===== src/rtl/alu_sweep_controller_if.sv =====
// Bundles the operand source, ALU drive/observe and capture-stream signals
// of the ALU sweep controller.
//   master : the controller (drives the ALU operands/op, capture stream, status)
//   slave  : the surroundings (switches, ALU instance, downstream sink)
interface alu_sweep_controller_if #(
  parameter int unsigned N = 4
);
  logic         start;
  logic [N-1:0] a_in;
  logic [N-1:0] b_in;
  logic [N-1:0] alu_a;
  logic [N-1:0] alu_b;
  logic [3:0]   alu_op;
  logic [N-1:0] alu_result;
  logic         alu_n;
  logic         alu_z;
  logic         alu_c;
  logic         alu_v;
  logic         out_valid;
  logic         out_ready;
  logic [3:0]   out_op;
  logic [N-1:0] out_result;
  logic [3:0]   out_flags;
  logic [4:0]   zero_count;
  logic         busy;
  logic         done;

  modport master (
    input  start, a_in, b_in, alu_result, alu_n, alu_z, alu_c, alu_v, out_ready,
    output alu_a, alu_b, alu_op, out_valid, out_op, out_result, out_flags,
           zero_count, busy, done
  );

  modport slave (
    output start, a_in, b_in, alu_result, alu_n, alu_z, alu_c, alu_v, out_ready,
    input  alu_a, alu_b, alu_op, out_valid, out_op, out_result, out_flags,
           zero_count, busy, done
  );
endinterface


===== src/rtl/alu_sweep_controller.sv =====
// ALU sweep controller: on start, latches one operand pair and steps the ALU
// through op codes 0..NUM_OPS-1. Each op is held SETTLE cycles, then the
// result and {N,Z,C,V} flags are captured and offered over valid/ready.
// Ports:
//   clk, rst_n : clock, asynchronous active-low reset
//   bus        : alu_sweep_controller_if.master (operand inputs, ALU drive and
//                observe, capture stream, zero_count/busy/done status)
module alu_sweep_controller #(
  parameter int unsigned N       = 4,
  parameter int unsigned NUM_OPS = 10,
  parameter int unsigned SETTLE  = 1
) (
  input  logic                     clk,
  input  logic                     rst_n,
  alu_sweep_controller_if.master   bus
);

  localparam int unsigned CW = (SETTLE > 1) ? $clog2(SETTLE) : 1;
  localparam logic [CW-1:0] SETTLE_LOAD = CW'(SETTLE - 1);
  localparam logic [3:0]    LAST_OP     = 4'(NUM_OPS - 1);

  typedef enum logic [1:0] {
    S_IDLE,
    S_DRIVE,
    S_PRESENT,
    S_DONE
  } state_t;

  state_t        r_state;
  logic [CW-1:0] r_cnt;
  logic [N-1:0]  r_alu_a;
  logic [N-1:0]  r_alu_b;
  logic [3:0]    r_alu_op;
  logic          r_out_valid;
  logic [3:0]    r_out_op;
  logic [N-1:0]  r_out_result;
  logic [3:0]    r_out_flags;
  logic [4:0]    r_zero_count;
  logic          r_busy;
  logic          r_done;

  // Sweep sequencer; every output is a register updated here.
  always_ff @(posedge clk or negedge rst_n) begin
    if (!rst_n) begin
      r_state      <= S_IDLE;
      r_cnt        <= '0;
      r_alu_a      <= '0;
      r_alu_b      <= '0;
      r_alu_op     <= '0;
      r_out_valid  <= 1'b0;
      r_out_op     <= '0;
      r_out_result <= '0;
      r_out_flags  <= '0;
      r_zero_count <= '0;
      r_busy       <= 1'b0;
      r_done       <= 1'b0;
    end else begin
      case (r_state)
        S_IDLE: begin
          if (bus.start) begin
            r_alu_a      <= bus.a_in;
            r_alu_b      <= bus.b_in;
            r_alu_op     <= '0;
            r_zero_count <= '0;
            r_cnt        <= SETTLE_LOAD;
            r_busy       <= 1'b1;
            r_state      <= S_DRIVE;
          end
        end

        S_DRIVE: begin
          if (r_cnt == '0) begin
            r_out_op     <= r_alu_op;
            r_out_result <= bus.alu_result;
            r_out_flags  <= {bus.alu_n, bus.alu_z, bus.alu_c, bus.alu_v};
            r_out_valid  <= 1'b1;
            // Saturate so a mis-parameterised sweep cannot wrap the count.
            if (bus.alu_z && (r_zero_count != 5'd31)) begin
              r_zero_count <= r_zero_count + 5'd1;
            end
            r_state <= S_PRESENT;
          end else begin
            r_cnt <= r_cnt - CW'(1);
          end
        end

        S_PRESENT: begin
          if (bus.out_ready) begin
            r_out_valid <= 1'b0;
            if (r_alu_op == LAST_OP) begin
              r_done  <= 1'b1;
              r_state <= S_DONE;
            end else begin
              r_alu_op <= r_alu_op + 4'd1;
              r_cnt    <= SETTLE_LOAD;
              r_state  <= S_DRIVE;
            end
          end
        end

        S_DONE: begin
          // start is deliberately not sampled here; it must come in IDLE.
          r_done  <= 1'b0;
          r_busy  <= 1'b0;
          r_state <= S_IDLE;
        end

        default: begin
          r_state <= S_IDLE;
        end
      endcase
    end
  end

  assign bus.alu_a      = r_alu_a;
  assign bus.alu_b      = r_alu_b;
  assign bus.alu_op     = r_alu_op;
  assign bus.out_valid  = r_out_valid;
  assign bus.out_op     = r_out_op;
  assign bus.out_result = r_out_result;
  assign bus.out_flags  = r_out_flags;
  assign bus.zero_count = r_zero_count;
  assign bus.busy       = r_busy;
  assign bus.done       = r_done;

endmodule


===== src/flat_wrapper.sv =====
// flat-port wrapper written by rule: the top's interface ports become plain ports
module alu_sweep_controller_flat 
#(
  parameter int unsigned N       = 4,
  parameter int unsigned NUM_OPS = 10,
  parameter int unsigned SETTLE  = 1
)
  (clk, rst_n, bus_start, bus_a_in, bus_b_in, bus_alu_result, bus_alu_n, bus_alu_z, bus_alu_c, bus_alu_v, bus_out_ready, bus_alu_a, bus_alu_b, bus_alu_op, bus_out_valid, bus_out_op, bus_out_result, bus_out_flags, bus_zero_count, bus_busy, bus_done);
  alu_sweep_controller_if #(.N(N)) bus_i ();
  input  logic clk;
  input  logic rst_n;
  input wire logic [$bits(bus_i.start)-1:0] bus_start;
  input wire logic [$bits(bus_i.a_in)-1:0] bus_a_in;
  input wire logic [$bits(bus_i.b_in)-1:0] bus_b_in;
  input wire logic [$bits(bus_i.alu_result)-1:0] bus_alu_result;
  input wire logic [$bits(bus_i.alu_n)-1:0] bus_alu_n;
  input wire logic [$bits(bus_i.alu_z)-1:0] bus_alu_z;
  input wire logic [$bits(bus_i.alu_c)-1:0] bus_alu_c;
  input wire logic [$bits(bus_i.alu_v)-1:0] bus_alu_v;
  input wire logic [$bits(bus_i.out_ready)-1:0] bus_out_ready;
  output wire logic [$bits(bus_i.alu_a)-1:0] bus_alu_a;
  output wire logic [$bits(bus_i.alu_b)-1:0] bus_alu_b;
  output wire logic [$bits(bus_i.alu_op)-1:0] bus_alu_op;
  output wire logic [$bits(bus_i.out_valid)-1:0] bus_out_valid;
  output wire logic [$bits(bus_i.out_op)-1:0] bus_out_op;
  output wire logic [$bits(bus_i.out_result)-1:0] bus_out_result;
  output wire logic [$bits(bus_i.out_flags)-1:0] bus_out_flags;
  output wire logic [$bits(bus_i.zero_count)-1:0] bus_zero_count;
  output wire logic [$bits(bus_i.busy)-1:0] bus_busy;
  output wire logic [$bits(bus_i.done)-1:0] bus_done;
  assign bus_i.start = bus_start;
  assign bus_i.a_in = bus_a_in;
  assign bus_i.b_in = bus_b_in;
  assign bus_i.alu_result = bus_alu_result;
  assign bus_i.alu_n = bus_alu_n;
  assign bus_i.alu_z = bus_alu_z;
  assign bus_i.alu_c = bus_alu_c;
  assign bus_i.alu_v = bus_alu_v;
  assign bus_i.out_ready = bus_out_ready;
  assign bus_alu_a = bus_i.alu_a;
  assign bus_alu_b = bus_i.alu_b;
  assign bus_alu_op = bus_i.alu_op;
  assign bus_out_valid = bus_i.out_valid;
  assign bus_out_op = bus_i.out_op;
  assign bus_out_result = bus_i.out_result;
  assign bus_out_flags = bus_i.out_flags;
  assign bus_zero_count = bus_i.zero_count;
  assign bus_busy = bus_i.busy;
  assign bus_done = bus_i.done;
  alu_sweep_controller #(.N(N), .NUM_OPS(NUM_OPS), .SETTLE(SETTLE)) u_core (.clk(clk), .rst_n(rst_n), .bus(bus_i));
endmodule

===== config.mk =====
export PLATFORM = sky130hd
export DESIGN_NAME = alu_sweep_controller_flat
export DESIGN_NICKNAME = d
export VERILOG_FILES = /design/src/rtl/alu_sweep_controller_if.sv /design/src/rtl/alu_sweep_controller.sv /design/src/flat_wrapper.sv
export SDC_FILE = /design/constraint.sdc
export NUM_CORES = 1
export LEC_CHECK = 0
export BUFFER_PORTS_ARGS = -buffer_cell sky130_fd_sc_hd__buf_2
export CAP_MARGIN = 20
export CORE_MARGIN = 5
export CORE_UTILIZATION = 25
export CTS_CLUSTER_DIAMETER = 150
export DETAILED_ROUTE_END_ITERATION = 8
export PLACE_DENSITY = 0.44
export RECOVER_POWER = 25
export SLEW_MARGIN = 20
export SYNTH_ARGS = -nofsm -noshare
export SYNTH_HDL_FRONTEND = slang
export SYNTH_SLANG_ARGS = --single-unit

===== constraint.sdc =====
create_clock -name clk -period 2.55 [get_ports clk]
set_clock_uncertainty 0.15 [all_clocks]
set_input_delay 0.1275 -clock clk [delete_from_list [all_inputs] [get_ports clk]]
set_output_delay 0.1275 -clock clk [all_outputs]
set_load 0.01 [all_outputs]

**After elaboration in Yosys (flattened, before gate mapping)**

Index checks and enable logic that the tools add are counted.

- Reductions and logical operators: 17
- Equality and inequality tests: 11
- Bitwise operators: 1
- Mux-type cells: 26
- Add/subtract/negate cells: 3

Operator list:

| cell | number |
|---|---|
| 2-to-1 mux 5 bit | 3 |
| 2-to-1 mux 4 bit | 3 |
| AND reduction 4 bit | 3 |
| case mux 5 bit (2 select lines) | 1 |
| nonzero test 2 bit | 5 |
| 2-to-1 mux 1 bit | 9 |
| AND reduction 3 bit | 3 |
| 2-to-1 mux 2 bit | 4 |
| inequality test 2 bit, second input constant | 4 |
| case mux 2 bit (4 select lines) | 1 |
| case mux 4 bit (2 select lines) | 1 |
| case mux 1 bit (2 select lines) | 3 |
| AND reduction 2 bit | 3 |
| adder 5 x 1 -> 5 bit, second input constant | 1 |
| inequality test 5 bit, second input constant | 1 |
| adder 4 x 1 -> 4 bit, second input constant | 1 |
| equality test 2 bit, second input constant | 2 |
| equality test 4 bit, second input constant | 1 |
| inequality test 2 x 1 -> 1 bit, second input constant | 2 |
| case mux 1 bit (3 select lines) | 1 |
| nonzero test 3 bit | 1 |
| equality test 2 x 1 -> 1 bit, second input constant | 1 |
| zero test 2 bit | 1 |
| logical AND 1 bit | 1 |
| 2 further kinds | 2 |

- Logic and storage cells: 70
- Flip-flop bits (word level): 35
- Output and inout port bits: 32

**Logic depth before layout (Yosys ltp)**

Gate-level depths: netlist of the first run.

- Word-level depth: 5
- Gate-level depth with buffers: 6

**Worst setup path before layout of the first run**

Ideal clock, no wire load.

- Path kind: register to register
- Start point: reg u_core.r_zero_count[0] (netlist: u_core.bus.zero_count[0])
- End point: reg u_core.r_zero_count[0] (netlist: u_core.bus.zero_count[0])
- Path buffers: 0
- Data required time: 2,275 ps
- Arrival time: 1,592 ps
- Clock period less this slack: 1,866 ps
- Stages on the path, launching flop included: 7
- Setup time: 125 ps
- Setup slack: 684 ps
- Cell sequence: dfrtp_1 > ha_1 > and3_1 > ha_1 > and4bb_2 > nor2_1 > mux2_2

- Cells in the longest elaborated chain, start to end: 4

RTL lines:

| element | RTL line | RTL |
|---|---|---|
| from (decl) | alu_sweep_controller.sv:38 | `logic [4:0] r_zero_count;` |
| from (signal assigned) | alu_sweep_controller.sv:79 | `r_zero_count <= r_zero_count + 5'd1;` |
| adder 5 x 1 -> 5 bit or inequality test 5 bit (tied branches) | alu_sweep_controller.sv:79, alu_sweep_controller.sv:78 |  |
| 2-to-1 mux 5 bit or logical AND 1 bit (tied branches) | alu_sweep_controller.sv:78 | `if (bus.alu_z && (r_zero_count != 5'd31)) begin` |
| 2-to-1 mux 5 bit or inequality test 2 x 1 -> 1 bit (tied branches) | - |  |
| case mux 5 bit (2 select lines) or AND reduction 4 bit (tied branches) | - |  |

Several ways; a longest one is shown, not always the timed one. The select of a mux whose other input is x is not followed.
A chain may end at the register's enable or synchronous reset.

**Final worst setup path of the first run**

Same ends and word-level chain as after synthesis.

==> flow_summary.json, run 1 <==
{
  "status": "complete, no violations",
  "die-area_mm2": 0.00744,
  "grt_max_degree": 35,
  "ctsResizeCount": 0,
  "yosys.area.top_type": "dfrtp_1",
  "ctsHoldBuffers": 17,
  "io_pins": 52,
  "mostFrequentLayoutCells": "dfrtp_1, buf_2, clkbuf_1, mux2_2, dlygate4sd3_1",
  "port-buffer-count": 51,
  "cts_buffer_depth": 2,
  "yosys-top-cells-area": "dfrtp_1, mux2_2, ha_1",
  "wl_per_cell_um": 13.0,
  "synth_seq_cells": 34,
  "grt_pass1_wl_mm": 5.51,
  "cts_max_level": 2,
  "yosysWarnings": 0,
  "synth_nets": 130,
  "finalNetCount": 203,
  "cts_tree": "built",
  "synthCells": 106,
  "setup_viol": 0,
  "cts.sinks": 34,
  "antenna_found_initial": 0,
  "maxSlewHeadroom_pct": 49.1,
  "cp_max_fo": 6,
  "async_reset_ff_share_pct": 100,
  "critPathKind": "flip-flop to flip-flop",
  "drt_pass1_iterations": 2,
  "p_leak_nw": 0.931,
  "dp_hpwl_mm": 2.33,
  "antenna_left": 0,
  "comb_power_share_pct": 36.9,
  "swShare_pct": 35.4,
  "start_kind": "flip-flop",
  "fin_crit_sh_pct": 76.5,
  "finalWeightedCongestion": 0.749,
  "worst_pin_slew_ps": 763,
  "wirelength_mm": 3.26,
  "p_sw_w": 0.000728,
  "synthDistinctLibCells": 29,
  "drive_gt1_share_pct": 32.4,
  "rows": 27,
  "cts_buffers": 5,
  "drc": 0,
  "arrival_ps": 1960,
  "yosysTopAreaCellShare_pct": 58.5,
  "drtIter0Drc": 28,
  "cp-end-kind": "flip-flop",
  "internal-power_w": 0.00133,
  "grt_pass1_vias": 1166,
  "clk_latency_ps": 280,
  "total_power_w": 0.00206,
  "power_density_mw_per_mm2": 1030,
  "gr-total-overflow": 0,
  "p_seq_share_pct": 45.3,
  "syn_to_final_growth_pct": 37.6,
  "fin_setup_tns_ps": 0,
  "synth_edf_count": 0,
  "start_util_pct": 26.1,
  "hold_class": "primary input to flip-flop",
  "synth-seq-area-share_pct": 58.5,
  "timing.fmax_mhz": 513,
  "n_antenna_cell": 0,
  "ys.flop_type": "dfrtp_1",
  "die_h_um": 86.3,
  "grt.total_usage_pct": 9.32,
  "post-cts-setup-buffers": 0,
  "nFillCells": 580,
  "drv_slew": 0,
  "vias": 1096,
  "die_width_um": 86.3,
  "core_mm2": 0.00557,
  "pwr-share-clk_pct": 17.8,
  "report.final.hold_viol_count": 0,
  "ir_worst_vdd_uv": 422,
  "maxCapViolCount": 0,
  "cp.required_ps": 2560,
  "rsz0062_at_grt": "no",
  "syn_area_mm2": 0.00145,
  "layout_commonest_cell": "dfrtp_1",
  "min_period_ps": 1950,
  "clockRootBuffer": "clkbuf_8",
  "vias_per_cell": 4.37,
  "avgSynthCellArea_um2": 13.7,
  "cts.clk_slew.worst_paths_ps": 70
}
[final timing paths]
path | start | to | slack [ps] | depth (start not counted)
min | bus_start | u_core.bus.busy$_DFFE_PN0P_ | 30 | 3
min in group asynchronous | rst_n | u_core.bus.done$_DFFE_PN0P_ | 320 | 2
max | u_core.bus.zero_count[0]$_DFFE_PN0P_ | u_core.bus.zero_count[0]$_DFFE_PN0P_ | 600 | 6
max in group asynchronous | rst_n | u_core.bus.alu_a[1]$_DFFE_PN0P_ | 1450 | 2
max reg2reg | u_core.bus.zero_count[0]$_DFFE_PN0P_ | u_core.bus.zero_count[0]$_DFFE_PN0P_ | 600 | 6
min reg2reg | u_core.bus.out_result[3]$_DFFE_PN0P_ | u_core.bus.out_result[3]$_DFFE_PN0P_ | 350 | 1
[cell usage after synthesis (all sizes together), types with 2 or more instances]
cell type / number
a22o: 2
nand2b: 3
nand2: 2
inv: 4
mux2i: 3
a21oi: 5
nor2: 3
buf: 4
dfrtp: 34
ha: 4
nand4: 2
mux2: 21
nand3b: 2
o21ai: 3
[flip-flops by register name, summed over array words and instances (netlist names)]
| name | flops |
|---|---|
| u_core.bus.out_flags | 4 |
| u_core.bus.zero_count | 5 |
| u_core.bus.done | 1 |
| u_core.bus.busy | 1 |
| u_core.bus.alu_op | 4 |
| u_core.r_state | 2 |
| u_core.bus.out_valid | 1 |
| u_core.bus.out_result | 4 |
| u_core.bus.out_op | 4 |
| u_core.bus.alu_b | 4 |
| u_core.bus.alu_a | 4 |
[stage by stage]
step | setup slack [ps] | instance area, µm² | cells | hold WS [ps] | utilization, %
floorplan | 684 | 1450 | 106 | -318 | -
global placement | 702 | 1780 | 227 | 90.0 | 32.0
detailed placement | 605 | 1780 | 227 | 103 | 32.0
CTS | 592 | 2030 | 251 | 13.2 | 36.4
global route | 521 | 2000 | 251 | 33.5 | 35.9
finish | 600 | 2000 | 251 | 28.3 | 35.9
[kinds of logic after synthesis]
family / share of synthesized area (%)
DFF: 58.5
muxes: 18.3
and+or+nand+nor: 8.86
AOI/OAI and AO/OA: 7.75
buffers and inverters: 3.10
adders and majority gates: 3.44
[critical path, cell delays in order (launching register included)]
cell and delay (ps):
dfrtp_1 420, ha_1 230, and3_1 150, ha_1 170, and4bb_2 360, nor2_1 90, mux2_2 260
[routing by layer]
metal  vias to the layer above  part of all wire, %  global-route usage [%]  wire length [µm]
met5                         -                    0                       0                 0
met4                         0                 0.37                    2.12                12
met3                         2                  8.6                    3.99               279
met2                        39                   47                    15.2              1540
met1                       525                   44                    11.5              1430
li1                        530                    -                       -                 -
[layout make-up]
cell class	instances	area, µm²	share of cell area (%)
clock buffers	7	76.3	3.81
well taps	72	90.1	4.50
inverters	4	15.0	0.750
repair buffers	70	410	20.5
multi-input cells	64	558	27.9
flip-flops and latches	34	851	42.5
[power groups by stage]
stage                     clock (W)  combinational (W)  sequential [W]
after floorplan                   0           0.000441        0.000986
final                      0.000366           0.000758        0.000932
after CTS                  0.000387           0.000824        0.000932
after detailed placement          0           0.000805        0.000937
after global placement            0           0.000794        0.000924
after global routing       0.000404           0.000838        0.000976
Note: power is estimated with default switching activity, not from simulation.
==> inputs of run 2 (changes only) <==
- PLACE_DENSITY: 0.44 -> 0.46
- clock period: 2.55 -> 1.7 ns (I/O delays scaled with it)
==> run 2 against run 1 <==
The flow now finishes with violations (setup timing). Fmax rose by 9.9%. Combinational power rose by 94%. Total power rose by 66%. Worst hold slack improved by 320 ps. Sequential power rose by 44%. Register-to-register slack got worse by 670 ps. Worst setup slack got worse by 670 ps. Non-clock buffer count rose by 16. Count of clock-buffer cells in the layout did not move. Global-route usage rose by 1.1 points. Die area did not move. Critical path depth did not move. Highest routed layer unchanged.
==> flow_summary.json, run 2 (synthesis results as in run 1) <==
{
  "status": "complete, but fails checks",
  "failed_checks": "setup timing",
  "min_period_ps": 1770,
  "grt_pass1_wl_mm": 6.07,
  "maxSlewHeadroom_pct": 44.5,
  "syn_to_final_growth_pct": 52.4,
  "m1WireLength_mm": 1.41,
  "finalWeightedCongestion": 0.804,
  "total_power_w": 0.00342,
  "cp.required_ps": 1720,
  "core_mm2": 0.00557,
  "hold_class": "flip-flop to flip-flop",
  "drc": 0,
  "fin_setup_tns_ps": -91.2,
  "rows": 27,
  "vias": 1157,
  "whs_ps": 349,
  "gr-total-overflow": 0,
  "n_antenna_cell": 0,
  "maxCapViolCount": 0,
  "cts_buffers": 5,
  "finalNetCount": 219,
  "grt.total_usage_pct": 10.4,
  "met3_length_um": 320,
  "multiInputGateArea_um2": 593,
  "die-area_mm2": 0.00744,
  "nFillCells": 563,
  "cts.sinks": 34,
  "cts_tree": "built",
  "ff_latch_area_um2": 851,
  "grt_max_degree": 35,
  "wl_per_cell_um": 13.1,
  "die_width_um": 86.3,
  "mostFrequentLayoutCells": "buf_2, dfrtp_1, mux2_2, dlygate4sd3_1, buf_4",
  "drv_slew": 0,
  "layout_commonest_cell": "buf_2",
  "cp_max_fo": 5,
  "dp_hpwl_mm": 2.56,
  "cts_buffer_depth": 2,
  "antenna_left": 0,
  "hold_depth": 1,
  "start_kind": "flip-flop",
  "cts.clk_slew.worst_paths_ps": 70,
  "drive_gt1_share_pct": 52.0,
  "grt_pass1_vias": 1283,
  "report.final.hold_viol_count": 0,
  "drtIter0Drc": 41,
  "cts_max_level": 2,
  "arrival_ps": 1790,
  "ir_worst_vdd_uv": 661,
  "clk_latency_ps": 280,
  "cp-end-kind": "flip-flop",
  "largest_reg_flops": 5,
  "p_leak_nw": 1.10,
  "rsz0062_at_grt": "yes",
  "place_area_mm2": 0.00190,
  "finalWorstSetupSlack_ps": -74.1,
  "vias_per_cell": 4.32,
  "final_area_mm2": 0.00222,
  "clockRootBuffer": "clkbuf_8",
  "setup_viol": 3,
  "critPathKind": "flip-flop to flip-flop",
  "port-buffer-count": 51,
  "r2r_cells": 6,
  "timing.fmax_mhz": 564,
  "wirelength_mm": 3.52,
  "wl_met2_mm": 1.74,
  "die_h_um": 86.3,
  "worst_pin_slew_ps": 833,
  "power_density_mw_per_mm2": 1540,
  "fin_crit_sh_pct": 104,
  "start_util_pct": 26.1,
  "io_pins": 52,
  "antenna_found_initial": 0,
  "highest_layer": "met4",
  "drt_pass1_iterations": 4
}
## run 2: area by class of cell
type,instances,area share (%)
Sequential cell,34,38.4
Multi-Input combinational cell,64,26.8
Timing Repair Buffer,86,26.0
Tap cell,72,4.07
Clock buffer,7,3.90
Inverter,4,0.678
Clock inverter,1,0.226
## run 2: worst paths after layout
| path | from | end | slack, ps |
|---|---|---|---|
| max | u_core.bus.zero_count[0]$_DFFE_PN0P_ | u_core.bus.zero_count[0]$_DFFE_PN0P_ | -70 |
| min | u_core.bus.out_result[1]$_DFFE_PN0P_ | u_core.bus.out_result[1]$_DFFE_PN0P_ | 350 |
| max reg2reg | u_core.bus.zero_count[0]$_DFFE_PN0P_ | u_core.bus.zero_count[0]$_DFFE_PN0P_ | -70 |
| min reg2reg | u_core.bus.out_result[1]$_DFFE_PN0P_ | u_core.bus.out_result[1]$_DFFE_PN0P_ | 350 |
| max in group asynchronous | rst_n | u_core.bus.alu_a[2]$_DFFE_PN0P_ | 500 |
| min in group asynchronous | rst_n | u_core.bus.done$_DFFE_PN0P_ | 370 |
## run 2: critical path: stages, from the launching register on
cell,delay [ps]
dfrtp_1,390
ha_2,190
and3_4,150
ha_4,140
and4bb_4,340
nor2_4,50
mux2_4,260
## run 2: routing by layer
metal  GRT usage (%)  vias up
met4            3.82        0
met1            12.1      551
met2            17.4       41
li1                -      560
met3            3.99        5
met5               0        -
## run 2: through the flow
step	util [%]	worst slack, ps	instances
finish	39.8	-74.1	268
global route	39.8	-113	268
floorplan	-	-115	106
CTS	39.9	-99.2	267
global placement	34.1	-50.9	238
detailed placement	34.1	-110	238
## run 2: power by group
group / internal [W] / total (W) / leakage [nW] / switching [W]
clock network: 0.000326 / 0.000603 / 0.0482 / 0.000277
registers: 0.00113 / 0.00134 / 0.425 / 0.000208
logic: 0.000806 / 0.00147 / 0.625 / 0.000666
## run 2: timing repair
action,in CTS,in global routing
setup buffers,2,1
hold buffers,19,0
endpoints found under the hold margin,53,0
resized for setup,5,0
setup endpoints to repair,5,7
pin swaps,3,2
==> inputs of run 3 (changes only) <==
- CAP_MARGIN: 20 -> not set
- CORE_ASPECT_RATIO: not set -> 0.5
==> run 3 against run 2 <==
The run still ends with setup timing left. Routed wire length down 8.1%. Via count fell by 4.0%. Final cell count shrank 1.5%. Sequential power is essentially flat. Clock power increased by 49%. Non-clock buffer count down 5. Combinational power hardly changed. Critical path type unchanged. Critical endpoint unchanged. Largest power group unchanged. Highest routed layer unchanged.
==> flow_summary.json, run 3 (synthesis results as in run 1) <==
{
  "fin_crit_sh_pct": 104,
  "maxSlewHeadroom_pct": 39.8,
  "final_area_mm2": 0.00224,
  "core_mm2": 0.00556,
  "grt_max_degree": 19,
  "comb_power_share_pct": 39.4,
  "wl_per_cell_um": 12.3,
  "cts_max_level": 2,
  "p_leak_nw": 1.10,
  "cp_max_fo": 5,
  "worst_pin_slew_ps": 903,
  "hold_class": "primary input to flip-flop",
  "vias_per_cell": 4.21,
  "n_antenna_cell": 0,
  "layout_commonest_cell": "buf_2",
  "finalNetCount": 214,
  "setup_viol": 2,
  "rows": 19,
  "rsz0062_at_grt": "yes",
  "cts.clk_slew.worst_paths_ps": 50,
  "wirelength_mm": 3.24,
  "nFillCells": 550,
  "p_sw_w": 0.00117,
  "power_density_mw_per_mm2": 1640,
  "p_seq_share_pct": 36.1,
  "drc": 0,
  "r2r_cells": 6,
  "status": "complete, but fails checks",
  "maxCapViolCount": 0,
  "cp.required_ps": 1710,
  "swShare_pct": 31.8,
  "antenna_left": 0,
  "die_width_um": 118,
  "hold_depth": 3,
  "die_h_um": 63.9,
  "drt_pass1_iterations": 4,
  "cts.sinks": 34,
  "report.final.hold_viol_count": 0,
  "gr-total-overflow": 0,
  "vias": 1111,
  "antenna_found_initial": 0,
  "total_power_w": 0.00367,
  "finalWeightedCongestion": 0.729,
  "drtIter0Drc": 12,
  "grt.total_usage_pct": 8.80,
  "drv_slew": 0,
  "internal-power_w": 0.00250,
  "place_area_mm2": 0.00189,
  "cts_tree": "built",
  "arrival_ps": 1770,
  "cts_buffer_depth": 2,
  "start_util_pct": 26.1,
  "grt_pass1_vias": 1157,
  "drive_gt1_share_pct": 51.8,
  "start_kind": "flip-flop",
  "pwr-share-clk_pct": 24.5,
  "cp-end-kind": "flip-flop",
  "grt_pass1_wl_mm": 5.49,
  "failed_checks": "setup timing",
  "mostFrequentLayoutCells": "buf_2, dfrtp_1, mux2_2, dlygate4sd3_1, buf_4",
  "clk_latency_ps": 270,
  "critPathKind": "flip-flop to flip-flop",
  "clockRootBuffer": "clkbuf_16",
  "dp_hpwl_mm": 2.40,
  "whs_ps": 7.63,
  "io_pins": 52,
  "cts_buffers": 5,
  "finalWorstSetupSlack_ps": -60.1,
  "largest_reg_flops": 5,
  "timing.fmax_mhz": 568,
  "multiInputGateArea_um2": 593,
  "die-area_mm2": 0.00753,
  "ir_worst_vdd_uv": 511,
  "syn_to_final_growth_pct": 53.8,
  "min_period_ps": 1760,
  "port-buffer-count": 51,
  "ff_latch_area_um2": 851
}
run 3: layer usage:
layer	GRT usage [%]	share of wire [%]	wire [µm]
met2	15.2	51	1660
met1	10.5	44	1440
met5	0	0	0
met3	2.82	3.4	111
met4	3.00	0.93	30
run 3: worst paths after layout:
check	start	endpoint	slack (ps)
max in group asynchronous	rst_n	u_core.bus.out_flags[0]$_DFFE_PN0P_	230
min in group asynchronous	rst_n	u_core.bus.zero_count[0]$_DFFE_PN0P_	310
min	bus_out_ready	u_core.bus.alu_op[2]$_DFFE_PN0P_	8
max reg2reg	u_core.bus.zero_count[1]$_DFFE_PN0P_	u_core.bus.zero_count[0]$_DFFE_PN0P_	-60
max	u_core.bus.zero_count[1]$_DFFE_PN0P_	u_core.bus.zero_count[0]$_DFFE_PN0P_	-60
min reg2reg	u_core.bus.alu_a[1]$_DFFE_PN0P_	u_core.bus.alu_a[1]$_DFFE_PN0P_	350
run 3: per-stage QoR:
step / utilization, % / std cells / setup TNS (ps) / setup slack, ps
2_1_floorplan: - / 106 / -237 / -115
3_3_place_gp: 34.0 / 238 / -99.2 / -75.3
3_5_place_dp: 34.0 / 238 / -227 / -113
4_1_cts: 40.4 / 264 / -218 / -96.8
5_1_grt: 40.2 / 264 / -962 / -114
6_report: 40.2 / 264 / -60.8 / -60.1
run 3: final cells by class:
class                      instances  share of cell area (%)
clock buffer                       6                    6.21
multi-input combinational         64                    26.5
sequential                        34                    38.1
timing repair buffer              81                    23.9
tap                               73                    4.09
inverter                           4                   0.672
clock inverter                     2                   0.560
run 3: power groups by stage:
stage	Sequential (W)	Combinational, W	Clock [W]
6_report	0.00132	0.00145	0.000897
5_1_grt	0.00138	0.00159	0.000961
4_1_cts	0.00133	0.00149	0.000927
3_5_place_dp	0.00134	0.00142	0
3_3_place_gp	0.00133	0.00140	0
2_1_floorplan	0.00148	0.000666	0
run 3: critical path, cell delays in order, from the launching register on:
cell,delay (ps)
dfrtp_1,380
ha_2,190
and3_4,150
ha_4,140
and4bb_4,340
nor2_4,50
mux2_4,250
run 3: timing repair:
| item | 4_1_cts | 5_1_grt |
|---|---|---|
| gates resized for setup | 5 | 0 |
| hold endpoints to repair | 50 | 0 |
| pin swaps | 3 | 4 |
| hold buffers | 17 | 0 |
| setup endpoints to repair | 5 | 5 |
| setup buffers | 1 | 0 |
